## src/rtl/riscv_pkg.sv

```systemverilog
// Shared RISC-V writeback definitions: default widths, the x0 register index
// and the writeback arbiter state encoding.
package riscv_pkg;

  localparam int DWIDTH_DEF = 64;
  localparam int AWIDTH_DEF = 5;
  localparam int REG_X0     = 0;

  typedef enum logic {
    CORE_PRI  = 1'b0,
    ACC_FORCE = 1'b1
  } arb_state_e;

endpackage

```

## src/rtl/wb_fifo.sv

```systemverilog
// Synchronous circular-buffer FIFO with wrap-around pointers. The head entry
// is read combinationally from storage; there is no write-to-read bypass.
module wb_fifo #(
  parameter int WIDTH = 69,
  parameter int DEPTH = 4
) (
  input  logic                     clk,
  input  logic                     rst_n,
  input  logic                     push_i,
  input  logic                     pop_i,
  input  logic [WIDTH-1:0]         wdata_i,
  output logic [WIDTH-1:0]         rdata_o,
  output logic                     full_o,
  output logic                     empty_o,
  output logic [$clog2(DEPTH):0]   count_o
);

  localparam int PW = $clog2(DEPTH);
  localparam int CW = PW + 1;

  logic [WIDTH-1:0] mem_q [DEPTH];
  logic [PW-1:0]    wr_ptr_q;
  logic [PW-1:0]    rd_ptr_q;
  logic [CW-1:0]    count_q;
  logic             do_push;
  logic             do_pop;

  assign full_o  = (count_q == CW'(DEPTH));
  assign empty_o = (count_q == '0);
  assign count_o = count_q;
  assign rdata_o = mem_q[rd_ptr_q];

  // A full FIFO refuses a push even if an entry is leaving in the same cycle.
  assign do_push = push_i && !full_o;
  assign do_pop  = pop_i && !empty_o;

  always_ff @(posedge clk) begin
    if (do_push) begin
      mem_q[wr_ptr_q] <= wdata_i;
    end
  end

  always_ff @(posedge clk or negedge rst_n) begin
    if (!rst_n) begin
      wr_ptr_q <= '0;
      rd_ptr_q <= '0;
      count_q  <= '0;
    end else begin
      if (do_push) begin
        wr_ptr_q <= wr_ptr_q + 1'b1;
      end
      if (do_pop) begin
        rd_ptr_q <= rd_ptr_q + 1'b1;
      end
      case ({do_push, do_pop})
        2'b10:   count_q <= count_q + CW'(1);
        2'b01:   count_q <= count_q - CW'(1);
        default: count_q <= count_q;
      endcase
    end
  end

endmodule

```

## src/rtl/reg_wb_arbiter.sv

```systemverilog
// Register-file writeback arbiter: core results take priority, accelerator
// results queue in a FIFO and are forced through after STARVE_MAX core grants.
// Define WB_BYPASS_EN to add the rs1/rs2 forwarding ports.
module reg_wb_arbiter
  import riscv_pkg::*;
#(
  parameter int DWIDTH     = DWIDTH_DEF,
  parameter int AWIDTH     = AWIDTH_DEF,
  parameter int ACC_DEPTH  = 4,
  parameter int STARVE_MAX = 8
) (
  input  logic                       clk,
  input  logic                       rst_n,
  input  logic                       core_valid,
  output logic                       core_ready,
  input  logic [AWIDTH-1:0]          core_rd,
  input  logic [DWIDTH-1:0]          core_data,
  input  logic                       acc_valid,
  output logic                       acc_ready,
  input  logic [AWIDTH-1:0]          acc_rd,
  input  logic [DWIDTH-1:0]          acc_data,
  output logic                       wb_we,
  output logic [AWIDTH-1:0]          wb_addr,
  output logic [DWIDTH-1:0]          wb_data,
  output logic [$clog2(ACC_DEPTH):0] fifo_count
`ifdef WB_BYPASS_EN
  ,
  input  logic [AWIDTH-1:0]          rs1_addr,
  input  logic [AWIDTH-1:0]          rs2_addr,
  output logic                       fwd1_hit,
  output logic                       fwd2_hit,
  output logic [DWIDTH-1:0]          fwd1_data,
  output logic [DWIDTH-1:0]          fwd2_data
`endif
);

  localparam int EW = AWIDTH + DWIDTH;
  localparam int SW = $clog2(STARVE_MAX + 1);

  arb_state_e        state_q;
  logic [SW-1:0]     starve_q;
  logic              wb_we_q;
  logic [AWIDTH-1:0] wb_addr_q;
  logic [DWIDTH-1:0] wb_data_q;

  logic              fifo_full;
  logic              fifo_empty;
  logic [EW-1:0]     fifo_head;
  logic [AWIDTH-1:0] head_rd;
  logic [DWIDTH-1:0] head_data;
  logic              core_win;
  logic              acc_win;

  wb_fifo #(
    .WIDTH (EW),
    .DEPTH (ACC_DEPTH)
  ) u_acc_fifo (
    .clk     (clk),
    .rst_n   (rst_n),
    .push_i  (acc_valid),
    .pop_i   (acc_win),
    .wdata_i ({acc_rd, acc_data}),
    .rdata_o (fifo_head),
    .full_o  (fifo_full),
    .empty_o (fifo_empty),
    .count_o (fifo_count)
  );

  assign head_rd    = fifo_head[EW-1:DWIDTH];
  assign head_data  = fifo_head[DWIDTH-1:0];
  assign acc_ready  = !fifo_full;
  assign core_ready = (state_q == CORE_PRI);

  always_comb begin
    core_win = 1'b0;
    acc_win  = 1'b0;
    if (state_q == CORE_PRI) begin
      core_win = core_valid;
      acc_win  = !core_valid && !fifo_empty;
    end else begin
      acc_win  = !fifo_empty;
    end
  end

  always_ff @(posedge clk or negedge rst_n) begin
    if (!rst_n) begin
      state_q   <= CORE_PRI;
      starve_q  <= '0;
      wb_we_q   <= 1'b0;
      wb_addr_q <= '0;
      wb_data_q <= '0;
    end else begin
      // x0 results are consumed but never reach the register file.
      if (core_win) begin
        wb_we_q   <= (core_rd != AWIDTH'(REG_X0));
        wb_addr_q <= core_rd;
        wb_data_q <= core_data;
      end else if (acc_win) begin
        wb_we_q   <= (head_rd != AWIDTH'(REG_X0));
        wb_addr_q <= head_rd;
        wb_data_q <= head_data;
      end else begin
        wb_we_q   <= 1'b0;
      end

      case (state_q)
        CORE_PRI: begin
          if (core_win && !fifo_empty) begin
            starve_q <= starve_q + SW'(1);
            if (starve_q == SW'(STARVE_MAX - 1)) begin
              state_q <= ACC_FORCE;
            end
          end else begin
            starve_q <= '0;
          end
        end
        ACC_FORCE: begin
          starve_q <= '0;
          state_q  <= CORE_PRI;
        end
      endcase
    end
  end

  assign wb_we   = wb_we_q;
  assign wb_addr = wb_addr_q;
  assign wb_data = wb_data_q;

`ifdef WB_BYPASS_EN
  // The register file returns stale data on a same-cycle read/write.
  assign fwd1_hit  = wb_we_q && (rs1_addr == wb_addr_q) && (rs1_addr != AWIDTH'(REG_X0));
  assign fwd2_hit  = wb_we_q && (rs2_addr == wb_addr_q) && (rs2_addr != AWIDTH'(REG_X0));
  assign fwd1_data = wb_data_q;
  assign fwd2_data = wb_data_q;
`endif

endmodule

```

## config.mk

```make
export PLATFORM = sky130hd
export DESIGN_NAME = reg_wb_arbiter
export DESIGN_NICKNAME = d
export VERILOG_FILES = /design/src/rtl/riscv_pkg.sv /design/src/rtl/wb_fifo.sv /design/src/rtl/reg_wb_arbiter.sv
export SDC_FILE = /design/constraint.sdc
export NUM_CORES = 1
export LEC_CHECK = 0
export ABC_AREA = 0
export CORE_ASPECT_RATIO = 1.1
export CORE_UTILIZATION = 29
export DETAILED_ROUTE_END_ITERATION = 8
export SYNTH_ARGS = -nofsm -noshare
export SYNTH_HDL_FRONTEND = slang
export SYNTH_SLANG_ARGS = --single-unit
```

## constraint.sdc

```tcl
create_clock -name clk -period 6.7 [get_ports clk]
set_input_delay 1.34 -clock clk [delete_from_list [all_inputs] [get_ports clk]]
set_output_delay 1.34 -clock clk [all_outputs]
set_load 0.01 [all_outputs]
```

==> impl_results.md, run 1 <==
- Top-count cell post-synth: edfxtp_1
- Final hold violations: 0
- Critical Path, Cell by Cell: inv_1 -> nand3_1 -> clkdlybuf4s50_1
- Fraction of layout cells with a size suffix above 1: between 15 and 20%
- Initial antenna violation count: 4
- Core ar.: 46630 sq um
- Final setup viols: 0
- Internal power: approximately 5.3 mW
- Nets: approximately 1.1k
- Drt first pass iters: 4
- Cell count of the worst hold path: 1
- Max cap viols: 0
- Post-synthesis instance area: around 14000 sq um
- Detail Route Antenna Nets: 0
- Initial core utilization: between 20 and 30%
- Yosys reg bits: between 300 and 400
- CP top delay family: buffers and inverters
- Cell taking the most area after synthesis: edfxtp_1
- FF-to-FF Start: u_acc_fifo.rd_ptr_q[1]
- Syn avg cell area: 19.02 sq um
- Synth cell types: 27
- Crit path max-delay cell type: clkdlybuf4s50_1
- Warnings, synthesis: 0
- CTS tree: yes
- Largest family of logic cells by synthesized area: multiplexers
- Largest net degree at the start of global routing: 55
- R2R depth: 5
- Vias in the first global route: between 7k and 8k
- Post-synthesis sequential area ratio: between 70% and 80%
- Die height: about 230 microns
- Die area: roughly 48000 sq um
- Hold_buf cts: 0
- Die width: between 200 and 250 microns
- Sw Pwr: 2.110 mW
- Maximum fanout along the worst path: 6
- Post-Synth Adder-Cell Area: less than 1%
- Simple-gate share of the synthesized area: about 2.7%
- Filler-free cell count of the finished design: roughly 1.6k
- Clock period minus worst slack: roughly 3200 ps
- Longest Clk Path Bufs: 3
- WL final: approximately 30000 microns
- Prevailing post-synth register cell: edfxtp_1
- Hold_sp: starve_q[3]
- Origin of the worst setup path: u_acc_fifo.count_o[0]
- Max rail drop VDD: 0.1999 mV
- Detailed Route Iter0 Violations: 340
- PwrDens: around 420 nW/um^2
- Post_cts resized: 0
- Reg-to-Reg End: wb_we
- Max stage delay on crit path: 590 ps
- FFs w/ async S/R, synth: 22.91%
- CP Data Required Time: 5360 ps
- Cts bufs inserted: 40
- Max Fclk: between 300 and 400 MHz
- # port buffers: roughly 220
- Worst slew pin tran: 950.2 ps
- Clock skew: about 28 ps
- Syn nets: 870
- Clk root buf: clkbuf_16
- Fill cells: about 4.3k
- Dpl cells: between 1.5k and 2k
- Tightest Hold Check Type: flip-flop to flip-flop
- GP Congestion: 0.7027
- Xor/xnor share of the synthesized area: less than 1%
- Vias/cell: about 4.5
- GRT overflow: 0
- Hold path endpoint: state_q
- Compound-Gate Fraction of Synth Area: 2.645%
- Wire per inst: approximately 19 microns
- RSZ-0062 raised after global routing: no
- Max Slew Vio Count: 0
- Multiplexer share of the synthesized area: 16.52%
- Diodes inserted: 0
- Arr. time, crit path: 1870 ps
- Skew-Pair Late Insertion Delay: 550 ps
- Status: complete, no violations
- Cell Rows: 83
- R2R Setup Slk: around 4000 ps
- Via count: about 7.1k
- TNS Setup: 0 ps
- Sink Count: approximately 360
- Ranking of synthesized cells by area: edfxtp_1, dfrtp_1, mux4_2
- Clock share of power: 29.2%
- Max-slew headroom: between 30% and 40%
- Clk slew on worst S/H paths: about 60 ps
- Combinational power share: about 27%
- Mapped Cells: 721
- Crit end category: primary output
- DR DRC count: 0
- Fin crit share: 47.87%
- H-Tree Depth: 2
- GRT Total Usage: about an eighth
- First-pass GRT wire length: between 40000 and 50000 microns
- Postcts setup bufs: 0
- Post-DP HPWL: 18430 microns
- WP buf/inv: 2
- Post-synth EDFFs: 276
- Post-synth top area share: between 60% and 70%
- Reg power frac: 43.7%
- Area Overhead vs Synth: 30.31%
- Startpoint types: flip-flop
- Top Ports: 217
- Pleak: about 6.5 nW
- Sw Ratio: between 20% and 30%
- Worst setup path class: flip-flop to primary output
- Most frequent cells after synthesis: edfxtp_1, dfrtp_1, nand2_1
[cell usage in the layout, fill, tap and decap left out, types with 2 or more instances in the layout]
master / netlist / layout
and3_4: 0 / 4
clkinvlp_4: 0 / 4
mux4_2: 69 / 69
nor2_1: 4 / 4
o21ai_0: 70 / 70
clkinv_2: 0 / 4
buf_4: 4 / 11
nand3_1: 2 / 2
inv_1: 7 / 7
xor2_1: 4 / 4
or4_1: 2 / 2
xnor2_1: 4 / 4
inv_6: 0 / 3
bufinv_16: 0 / 2
mux2i_1: 70 / 70
clkbuf_1: 19 / 12
clkbuf_16: 0 / 44
dfrtp_4: 0 / 2
dfrtp_1: 82 / 80
nand2_1: 73 / 73
edfxtp_1: 276 / 276
ha_1: 6 / 6
clkdlybuf4s50_1: 0 / 215
[cell families (layout without fill, tap and decap cells)]
family,Yosys count,in the layout
compound gates,72,72
mux,140,140
simple gates,90,90
flops,358,358
xor+xnor,8,8
fa+ha+maj,7,7
buf+inv,46,306
[worst max path at each step]
stage | slack, ps | to | depth (start not counted)
after global routing | 3360 | acc_ready | 3
final | 3490 | acc_ready | 3
after detailed placement | 3050 | u_acc_fifo.mem_q[3][12] | 3
after floorplan | 3260 | u_acc_fifo.mem_q[0][0] | 1
after CTS | 3420 | acc_ready | 3
after global placement | 3080 | u_acc_fifo.mem_q[0][10] | 3
[sequential cells by signal (all words and copies together) (netlist names)]
register,count
state_q,1
wb_we,1
wb_addr,5
u_acc_fifo.mem_q,276
u_acc_fifo.wr_ptr_q,2
u_acc_fifo.rd_ptr_q,2
starve_q,4
wb_data,64
u_acc_fifo.count_o,3
[worst register-to-register path: cells and delay by family (launching register included)]
kind	cells	cell delay (ps)
buffers and inverters	1	690
AO/OA/AOI/OAI	1	160
flip-flops	1	740
AND/OR/NAND/NOR	2	630
multiplexers	1	480
[metal layers]
layer  track usage (%)  vias to the layer above  share of wire, %
met1             16.28                     3610                44
met4             4.986                        6               2.2
met3             2.936                       45               4.7
met2             21.15                      147                49
li1                  -                     3287                 -
met5                 0                        -              0.14
[power by group through the flow]
stage / Clock, mW / Sequential (mW) / Combinational (mW)
CTS: 2.25 / 3.26 / 2.08
finish: 2.17 / 3.24 / 2.01
global route: 2.32 / 3.32 / 2.19
global placement: 0 / 3.28 / 2.05
detailed placement: 0 / 3.30 / 2.07
floorplan: 0 / 3.22 / 1.26
[final cells by class]
| class | instances | area (sq um) | share of cell area, % |
|---|---|---|---|
| Sequential cell | 358 | 10350 | 57.89 |
| Multi-Input combinational cell | 317 | 3197 | 17.88 |
| Timing Repair Buffer | 226 | 2235 | 12.50 |
| Clock buffer | 57 | 1160 | 6.489 |
| Tap cell | 595 | 744.5 | 4.165 |
| Clock inverter | 16 | 165.2 | 0.9240 |
| Inverter | 7 | 26.28 | 0.1470 |
[through the flow]
stage	setup WS (ps)	util [%]	cell area [sq um]	total power [mW]	hold WS, ps
finish	3493	38.33	17870	7.428	463.8
CTS	3423	38.33	17870	7.599	465.8
detailed placement	3046	35.49	16550	5.379	447.2
floorplan	3258	-	13720	4.486	426.6
global placement	3084	35.49	16550	5.330	444.8
global route	3360	38.33	17870	7.831	475.4
Note: power is estimated with default switching activity, not from simulation.
==> run 2, diff against run 1 <==
==> constraint.sdc (replaced) <==
create_clock -name clk -period 2.6 [get_ports clk]
set_input_delay 0.52 -clock clk [delete_from_list [all_inputs] [get_ports clk]]
set_output_delay 0.52 -clock clk [all_outputs]
set_load 0.01 [all_outputs]
==> run 2 against run 1 <==
Final cell count grew 0.76%. Total power grew to 2.6 times the previous value. Clock power grew to 2.6 times the previous value. Flip-flop and latch count is the same. Sequential power grew to 2.5 times the previous value. Non-clock buffer count grew 11. Critical endpoint unchanged. Highest routed layer unchanged. Clock skew shrank 15 ps. Clock-buffer cell count shrank 4. Critical path type unchanged. Sequential share of layout area shrank 0.73 points. Utilization grew 0.49 points. First-iteration DRC count shrank 23%.
==> impl_results.md, run 2 (synthesized netlist as in run 1, its figures left out) <==
- Skew-Pair Late Insertion Delay: between 500 and 600 ps
- Via count: ~7k
- Post-route cell area: between 15000 and 20000 sq um
- Max Slew Vio Count: 0
- Cell Rows: slightly above 80
- Final setup slack of the worst path: 253.7 ps
- Dpl cells: around 1.5k
- Top Ports: ~220
- Hold Slack: around 460 ps
- Maximum fanout along the worst path: 6
- R2R depth: 10
- Post_cts resized: 0
- Status: complete, no violations
- Max Fclk: between 400 and 500 MHz
- Fin crit share: approximately nine tenths
- # port buffers: approximately 220
- Final setup viols: 0
- Max-slew headroom: between 60% and 70%
- Largest Register: u_acc_fifo.mem_q
- Cell count of the worst hold path: 1
- Sw Pwr: 5.504 mW
- Fin util: about two fifths
- Vias in the first global route: approximately 7.7k
- Commonest non-fill, non-tap cells in the layout: edfxtp_1, clkdlybuf4s50_1, dfrtp_1, nand2_1
- DP Worst Slack: just under 200 ps
- Max cap viols: 0
- H-Tree Depth: 2
- Worst setup path class: flip-flop to primary output
- DR DRC count: 0
- Initial antenna violation count: 3
- First-pass GRT wire length: about 47000 microns
- Detail Route Antenna Nets: 0
- Hold_sp: starve_q[3]
- Area Overhead vs Synth: 31.97%
- Die height: between 200 and 250 microns
- Startpoint types: flip-flop
- Initial core utilization: between 20% and 30%
- Tightest Hold Check Type: flip-flop to flip-flop
- Longest Clk Path Bufs: 3
- Postcts setup bufs: 0
- Combinational power share: between 20% and 30%
- WL final: 30670 microns
- Fraction of layout cells with a size suffix above 1: 15.93%
- Vias/cell: about 4.5
- Cts bufs inserted: 41
- Nets: roughly 1.1k
- GRT Total Usage: around an eighth
- Clock period minus worst slack: about 2300 ps
- Pleak: around 6.6 nW
- GRT overflow: 0
- RSZ-0062 raised after global routing: no
- Crit end category: primary output
- Largest net degree at the start of global routing: 74
- Origin of the worst setup path: u_acc_fifo.count_o[0]
- Clock share of power: 28.8%
- TNS Setup: 0 ps
- PwrDens: ~1100 nW/um^2
- Final hold violations: 0
- Core ar.: 46630 sq um
- Clock skew: about 12 ps
- Die area: around 48000 sq um
- GP Congestion: a little under 0.7
- Hold_buf cts: 1
- Wire per inst: between 15 and 20 microns
- Pwr Total: approximately 19 mW
- Max reg flops: between 200 and 300
- CTS tree: yes
- Die width: between 200 and 250 microns
- Arr. time, crit path: approximately 1800 ps
- Detailed Route Iter0 Violations: roughly 260
- Reg power frac: a little over two fifths
- Max rail drop VDD: 0.5912 mV
- Placed Area: ~17000 sq um
- Drt first pass iters: 4
- Post-DP HPWL: approximately 19000 microns
- Filler-free cell count of the finished design: ~1.6k
- Worst slew pin tran: roughly 590 ps
- Sw Ratio: between 20% and 30%
- Clk root buf: clkbuf_16
- Internal power: 13.89 mW
- Clk slew on worst S/H paths: around 60 ps
- Sink Count: approximately 360
- Commonest non-fill, non-tap cell in the layout: edfxtp_1
- CP Data Required Time: 2080 ps
- FF-to-FF Start: u_acc_fifo.count_o[0]
==> run 2: critical path, cell delays in order (launching register included) <==
cell	delay, ps
dfrtp_1	400
inv_1	90
nand3_1	200
clkdlybuf4s50_1	590
==> run 2: final cells by class <==
type / count / area, sq um
Timing Repair Buffer: 237 / 2495
Tap cell: 595 / 744.5
Clock buffer: 53 / 1071
Inverter: 7 / 26.28
Clock inverter: 20 / 219.0
Multi-Input combinational cell: 317 / 3197
Sequential cell: 358 / 10350
Antenna cell: 1 / 2.502
Fill cell: 4278 / 28530
==> run 2: power by group through the flow <==
stage          clock network [mW]  registers (mW)  logic (mW)
2_1_floorplan                   0            8.27        3.26
3_3_place_gp                    0            8.21        5.77
3_5_place_dp                    0            8.27        5.83
4_1_cts                      5.78            8.16        5.85
5_1_grt                      5.98            8.27        6.19
6_report                     5.59            8.14        5.66
==> run 2: routing by layer <==
metal | vias up | GRT usage, % | part of all wire [%]
li1 | 3313 | - | -
met1 | 3656 | 16.47 | 44
met2 | 162 | 21.68 | 49
met3 | 53 | 3.250 | 4.9
met4 | 4 | 4.412 | 2.6
met5 | - | 0 | 0.055
==> run 2: path summary, 6_finish.rpt <==
check                           slack (ps)                     end
worst min-delay path                   460                 state_q
worst min register to register         460                 state_q
worst max register to register         460   u_acc_fifo.count_o[2]
min in group asynchronous              510             wb_data[24]
worst max-delay path                   250               acc_ready
max in group asynchronous             1390  u_acc_fifo.rd_ptr_q[1]
==> run 3, diff against run 2 <==
--- a/config.mk
+++ b/config.mk
@@ -9,6 +9,7 @@
 export CORE_ASPECT_RATIO = 1.1
 export CORE_UTILIZATION = 29
 export DETAILED_ROUTE_END_ITERATION = 8
+export SLEW_MARGIN = 10
 export SYNTH_ARGS = -nofsm -noshare
 export SYNTH_HDL_FRONTEND = slang
 export SYNTH_SLANG_ARGS = --single-unit
==> results of run 3 <==
The final DEF is identical to that of run 2; final timing and power are the same.
